File: config.mk
export PLATFORM = sky130hd
export DESIGN_NAME = seg_scan_mux_flat
export DESIGN_NICKNAME = d
export VERILOG_FILES = /design/src/rtl/seg_scan_mux_if.sv /design/src/rtl/seg_scan_mux.sv /design/src/flat_wrapper.sv
export SDC_FILE = /design/constraint.sdc
export NUM_CORES = 1
export LEC_CHECK = 0
export BUFFER_PORTS_ARGS = -buffer_cell sky130_fd_sc_hd__buf_2
export CORE_ASPECT_RATIO = 1.75
export CORE_MARGIN = 2
export CORE_UTILIZATION = 40
export DETAILED_ROUTE_END_ITERATION = 10
export PLACE_DENSITY_LB_ADDON = 0.08
export SYNTH_ARGS = -nofsm -noshare
export SYNTH_HDL_FRONTEND = slang
export SYNTH_SLANG_ARGS = --single-unit
File: constraint.sdc
create_clock -name clk -period 3.2 [get_ports clk]
set_input_delay 0 -clock clk [delete_from_list [all_inputs] [get_ports clk]]
set_output_delay 0 -clock clk [all_outputs]
set_load 0.05 [all_outputs]
File: src/rtl/seg_scan_mux_if.sv
// Bus between a word producer and the seg_scan_mux display scanner.
// The producer side (master) offers hex words with a valid/ready handshake
// and selects blanking. The scanner side (slave) returns the decoder nibble,
// the active-low digit enables and the frame pulse.
interface seg_scan_mux_if #(
    parameter int NUM_DIGITS = 4,
    parameter int DATA_W     = 16
);
    logic [DATA_W-1:0]     data_in;
    logic                  data_valid;
    logic                  data_ready;
    logic                  blank_en;
    logic [3:0]            digit_nibble;
    logic [NUM_DIGITS-1:0] anode_n;
    logic                  frame_start;

    modport master (
        output data_in,
        output data_valid,
        output blank_en,
        input  data_ready,
        input  digit_nibble,
        input  anode_n,
        input  frame_start
    );

    modport slave (
        input  data_in,
        input  data_valid,
        input  blank_en,
        output data_ready,
        output digit_nibble,
        output anode_n,
        output frame_start
    );
endinterface

File: src/rtl/seg_scan_mux.sv
// Time-multiplexed scan controller for a common-anode 7-segment bank.
// Incoming words wait in a one-entry pending buffer and are committed to the
// display register only at frame boundaries, so a frame never tears. Each
// digit stays enabled for REFRESH_DIV clocks; digit 0 is the rightmost.
// DATA_W has to equal 4*NUM_DIGITS (one nibble per digit).
module seg_scan_mux #(
    parameter int NUM_DIGITS  = 4,
    parameter int DATA_W      = 16,
    parameter int REFRESH_DIV = 50000
) (
    input  logic          clk,
    input  logic          rst_n,
    seg_scan_mux_if.slave bus
);

    localparam int IDX_W = (NUM_DIGITS > 1) ? $clog2(NUM_DIGITS) : 1;
    localparam int DIV_W = (REFRESH_DIV > 1) ? $clog2(REFRESH_DIV) : 1;
    localparam logic [IDX_W-1:0] LAST_IDX = IDX_W'(NUM_DIGITS - 1);
    localparam logic [DIV_W-1:0] LAST_DIV = DIV_W'(REFRESH_DIV - 1);

    // Scan and buffer state
    logic [DIV_W-1:0]      r_div_cnt;
    logic [IDX_W-1:0]      r_idx;
    logic [DATA_W-1:0]     r_disp;
    logic [DATA_W-1:0]     r_pend;
    logic                  r_pend_full;

    // Registered outputs
    logic [3:0]            r_nibble;
    logic [NUM_DIGITS-1:0] r_anode_n;
    logic                  r_frame_edge;
    logic                  r_frame_start;

    // Combinational helpers
    logic                  w_tick;
    logic                  w_frame;
    logic                  w_capture;
    logic [NUM_DIGITS-1:0] w_upper_zero;
    logic                  w_blank_cur;
    logic [3:0]            w_nibble;
    logic [NUM_DIGITS-1:0] w_onehot;

    assign w_tick    = (r_div_cnt == LAST_DIV);
    assign w_frame   = w_tick && (r_idx == LAST_IDX);
    // Ready comes from registered state only, never from data_valid.
    assign w_capture = bus.data_valid && !r_pend_full;

    // w_upper_zero[k] is set when nibbles k..NUM_DIGITS-1 of the display are
    // all zero, i.e. digit k would be a leading zero.
    for (genvar k = 0; k < NUM_DIGITS; k++) begin : g_zero
        assign w_upper_zero[k] = (r_disp[DATA_W-1:4*k] == '0);
    end

    // Digit 0 is never blanked so a zero value still shows a single "0".
    assign w_blank_cur = bus.blank_en && (r_idx != '0) && w_upper_zero[r_idx];
    assign w_nibble    = r_disp[{r_idx, 2'b00} +: 4];
    assign w_onehot    = NUM_DIGITS'(1) << r_idx;

    // Refresh divider, digit index, pending buffer capture and frame commit.
    always_ff @(posedge clk or negedge rst_n) begin
        if (!rst_n) begin
            r_div_cnt   <= '0;
            r_idx       <= '0;
            r_disp      <= '0;
            r_pend      <= '0;
            r_pend_full <= 1'b0;
        end else begin
            r_div_cnt <= w_tick ? '0 : r_div_cnt + 1'b1;

            if (w_tick) begin
                r_idx <= (r_idx == LAST_IDX) ? '0 : r_idx + 1'b1;
            end

            // Commit and capture cannot coincide: capture needs an empty buffer.
            if (w_frame && r_pend_full) begin
                r_disp      <= r_pend;
                r_pend_full <= 1'b0;
            end else if (w_capture) begin
                r_pend      <= bus.data_in;
                r_pend_full <= 1'b1;
            end
        end
    end

    // Output registers, one clock behind idx/disp. The boundary is delayed
    // once more so the frame pulse coincides with digit 0 appearing on anode_n.
    always_ff @(posedge clk or negedge rst_n) begin
        if (!rst_n) begin
            r_nibble      <= 4'h0;
            r_anode_n     <= '1;
            r_frame_edge  <= 1'b0;
            r_frame_start <= 1'b0;
        end else begin
            r_nibble      <= w_nibble;
            r_anode_n     <= w_blank_cur ? '1 : ~w_onehot;
            r_frame_edge  <= w_frame;
            r_frame_start <= r_frame_edge;
        end
    end

    assign bus.data_ready   = ~r_pend_full;
    assign bus.digit_nibble = r_nibble;
    assign bus.anode_n      = r_anode_n;
    assign bus.frame_start  = r_frame_start;

endmodule

File: src/flat_wrapper.sv
// flat-port wrapper written by rule: the top's interface ports become plain ports
module seg_scan_mux_flat 
#(
    parameter int NUM_DIGITS  = 4,
    parameter int DATA_W      = 16,
    parameter int REFRESH_DIV = 50000
)
  (clk, rst_n, bus_data_in, bus_data_valid, bus_blank_en, bus_data_ready, bus_digit_nibble, bus_anode_n, bus_frame_start);
  seg_scan_mux_if #(.NUM_DIGITS(NUM_DIGITS), .DATA_W(DATA_W)) bus_i ();
  input  logic clk;
  input  logic rst_n;
  input wire logic [$bits(bus_i.data_in)-1:0] bus_data_in;
  input wire logic [$bits(bus_i.data_valid)-1:0] bus_data_valid;
  input wire logic [$bits(bus_i.blank_en)-1:0] bus_blank_en;
  output wire logic [$bits(bus_i.data_ready)-1:0] bus_data_ready;
  output wire logic [$bits(bus_i.digit_nibble)-1:0] bus_digit_nibble;
  output wire logic [$bits(bus_i.anode_n)-1:0] bus_anode_n;
  output wire logic [$bits(bus_i.frame_start)-1:0] bus_frame_start;
  assign bus_i.data_in = bus_data_in;
  assign bus_i.data_valid = bus_data_valid;
  assign bus_i.blank_en = bus_blank_en;
  assign bus_data_ready = bus_i.data_ready;
  assign bus_digit_nibble = bus_i.digit_nibble;
  assign bus_anode_n = bus_i.anode_n;
  assign bus_frame_start = bus_i.frame_start;
  seg_scan_mux #(.NUM_DIGITS(NUM_DIGITS), .DATA_W(DATA_W), .REFRESH_DIV(REFRESH_DIV)) u_core (.clk(clk), .rst_n(rst_n), .bus(bus_i));
endmodule
==> results.py <==
metrics = {
    "clock_network": {
        "htree_levels": 3,
        "clkTransAtPathRegs_ps": 50,
        "cts-root-buf": "clkbuf_16",
        "clk_latency_ps": 320,
        "clock_sinks": 61,
        "cts_setup_buffers": 0,
        "numCtsBuffers": 9,
        "cts_repair_resize_count": 0,
        "tritoncts": "yes",
        "cts_hold_buf": 18,
        "clockBufferDepth": 2,
    },
    "drt": {
        "postRouteAntennaNets": 0,
        "drc": 0,
        "wl_per_cell_um": 15.8,
        "firstDrtPassIters": 4,
        "viasPerCell": 4.86,
        "vias": 1600,
        "drt_iter0_drc": 28,
        "routed_wl_um": 5200,
    },
    "yosys": {
        "synthesis.nets": 214,
        "synthTopCellsByArea": "dfrtp_1, mux2_2, mux2_4, dfstp_2, mux4_2",
        "synth_xor_area_frac": 0.0431,
        "synthMuxAreaShare": 0.183,
        "synth_compound_area_frac": 0.0123,
        "yosysTopAreaCellShare": 0.540,
        "synth.distinct_cells": 34,
        "synthAdderAreaFrac": 0.0284,
        "netlist_area_sq_um": 2640,
        "postSynthAreaPerCell_sq_um": 14.0,
        "netlist_instances": 188,
        "ys_seq_area_frac": 0.580,
        "yosys_warnings": 0,
        "ys_ff_latch": 61,
        "yosys.area.top_type": "dfrtp_1",
        "synth_top_family_by_area": "multiplexers",
        "synthSimpleGateAreaFrac": 0.129,
    },
    "power": {
        "switching_share": 0.181,
        "ir_worst_vdd_mv": 0.383,
        "power.density_nw_per_um2": 577,
        "p_switching_mw": 0.353,
        "power.share.clock": 0.552,
        "internal-power_mw": 1.60,
        "power_mw": 1.95,
        "p_comb_frac": 0.034,
        "leakagePower_nw": 1.58,
        "seq_power_share": 0.414,
    },
    "worst_hold_path": {
        "hold_path.class": "primary input to flip-flop",
        "hp-start": "bus_blank_en",
        "min_to": "u_core.bus.anode_n[1]",
        "whs_path_depth": 5,
    },
    "floorplanning": {
        "chipHeight_um": 111,
        "dieArea_sq_um": 7290,
        "placeableCoreArea_sq_um": 6440,
        "die_w_um": 65.4,
        "rows": 39,
        "io_pins": 30,
        "initial_utilization": 0.410,
    },
    "global_route": {
        "grt_usage": 0.167,
        "grt_pass1_vias": 1840,
        "grt_pass1_wl_um": 8870,
        "antenna_found_initial": 0,
        "grt_max_degree": 35,
        "grt_use_met2": 0.298,
        "grt_overflow": 0,
        "grt_util_met3": 0.0606,
        "busiest_layer": "met2",
        "grt_util_met1": 0.169,
    },
    "sta": {
        "clock_skew_ps": 4.32,
        "setup_ws_ps": 1060,
        "worst_slew_pin_slew_ps": 614,
        "period_needed_ps": 2140,
        "min_period_over_period": 0.667,
        "finalSetupTns_ps": 0,
        "finalSetupViolCount": 0,
        "fmaxAchievable_mhz": 468,
        "final-hold-violation-count": 0,
        "rsz0062_at_grt": "no",
        "drv_slew": 0,
        "slew_headroom": 0.591,
    },
    "critical_path": {
        "arrival_ps": 2340,
        "timing.setup.critical_path_class": "flip-flop to flip-flop",
        "r2r-start": "u_core.r_div_cnt[0]",
        "r2r_slack_ps": 1060,
        "start_kind": "flip-flop",
        "required_ps": 3400,
        "rr_worst_depth": 5,
        "worstPathMaxFanout": 17,
        "r2r-end": "u_core.r_disp[2]",
        "critPathCaptureType": "flip-flop",
    },
    "place": {
        "place.gp.congestion": 0.789,
        "pre_cts_ws_ps": 1040,
        "portBuffers": 29,
        "post-dp-hpwl_um": 3800,
    },
    "flow_run": {
        "cap_violations": 0,
    },
    "run_status": {
        "status": "completed",
    },
    "finish": {
        "n_antenna_cell": 0,
        "syn_to_final_growth_pct": 28.2,
        "nNetsFinal": 268,
        "drive_above_1_share": 0.381,
        "fillerInstances": 581,
    },
}
[final cells by class]
cell class | instances | area (sq um) | area share
Sequential cell | 61 | 1530 | 0.452
Multi-Input combinational cell | 116 | 1050 | 0.309
Timing Repair Buffer | 49 | 340 | 0.101
Clock buffer | 13 | 280 | 0.0828
Tap cell | 82 | 103 | 0.0303
Clock inverter | 3 | 65.1 | 0.0192
Inverter | 5 | 18.8 | 0.00554
[registers in the layout (all words and copies together) (netlist names)]
signal and count:
u_core.bus.anode_n 4, u_core.bus.digit_nibble 4, u_core.bus.frame_start 1, u_core.r_idx 2
u_core.r_frame_edge 1, u_core.r_pend 16, u_core.r_div_cnt 16, u_core.r_pend_full 1
u_core.r_disp 16
[metrics by stage]
stage,std cells,utilization,hold slack [ps],cell area (sq um)
after floorplan,188,-,-296,2640
after global placement,295,0.444,37.3,2860
after detailed placement,295,0.444,51.7,2860
after CTS,329,0.526,184,3390
after global routing,329,0.526,239,3390
final,329,0.526,188,3390
[metal layers]
metal,vias up,share of wire,wire (um)
met5,-,0,0
met4,0,0.015,78
met3,7,0.028,145
met2,25,0.58,3000
met1,794,0.38,1970
li1,774,-,-
[worst max-delay path: stages, from the launching register on]
cell	delay (ps)
dfrtp_1	370
ha_1	210
and4_1	330
nand4_2	170
nor2_4	520
mux2_2	410
[cell usage after synthesis]
cell type,n
nor2_1,13
dfrtp_1,57
o21ai_0,4
nor2b_1,3
nand4_2,1
dfstp_2,4
a21oi_1,1
a211oi_1,1
and2_1,2
nor4_1,4
nand2_1,6
nor4b_2,1
nor3_1,1
nor4b_1,1
ha_1,6
nor4b_4,1
nand2b_1,3
buf_12,1
mux2_4,9
xnor2_1,7
nand3_1,6
or3_2,1
and4_1,1
and3_1,1
xor2_1,6
and4_2,2
buf_2,3
mux4_2,4
nor2_4,1
nand4_1,6
clkbuf_1,2
mux2_2,23
and3b_1,1
inv_1,5
[placed cells by master, fill, tap and decap left out, types with 5 or more instances in the layout]
| cell type | synthesis | layout |
|---|---|---|
| ha_1 | 6 | 6 |
| buf_2 | 3 | 29 |
| nor2_1 | 13 | 13 |
| mux2_2 | 23 | 23 |
| clkbuf_16 | 0 | 9 |
| nand4_1 | 6 | 6 |
| xor2_1 | 6 | 6 |
| nand2_1 | 6 | 6 |
| dfrtp_1 | 57 | 57 |
| dlygate4sd3_1 | 0 | 18 |
| xnor2_1 | 7 | 7 |
| inv_1 | 5 | 5 |
| nand3_1 | 6 | 6 |
| mux2_4 | 9 | 9 |
[worst max-delay path by stage]
stage	end	start	slack [ps]	depth (start not counted)
6_report	u_core.r_disp[2]	u_core.r_div_cnt[0]	1060	5
4_1_cts	u_core.r_disp[2]	u_core.r_div_cnt[0]	1040	5
3_5_place_dp	u_core.r_disp[2]	u_core.r_div_cnt[0]	1040	5
5_1_grt	u_core.r_disp[2]	u_core.r_div_cnt[0]	900	5
3_3_place_gp	u_core.r_disp[15]	u_core.r_div_cnt[0]	1130	5
2_1_floorplan	u_core.r_disp[10]	u_core.r_div_cnt[0]	1380	7
[power by group through the flow]
stage               Sequential, mW  Clock [mW]  Combinational (mW)
global placement             0.821           0              0.0480
finish                       0.810        1.08              0.0657
detailed placement           0.823           0              0.0509
floorplan                    0.817           0              0.0212
global route                 0.812        1.15              0.0745
CTS                          0.810        1.11              0.0681
[kinds of logic (layout without fill, tap and decap cells)]
group,Yosys count,after routing
mux,36,36
buf+inv,11,70
simple gates,55,55
compound gates,6,6
xor+xnor,13,13
flops,61,61
fa+ha+maj,6,6
(Power assumes the default switching activity.)
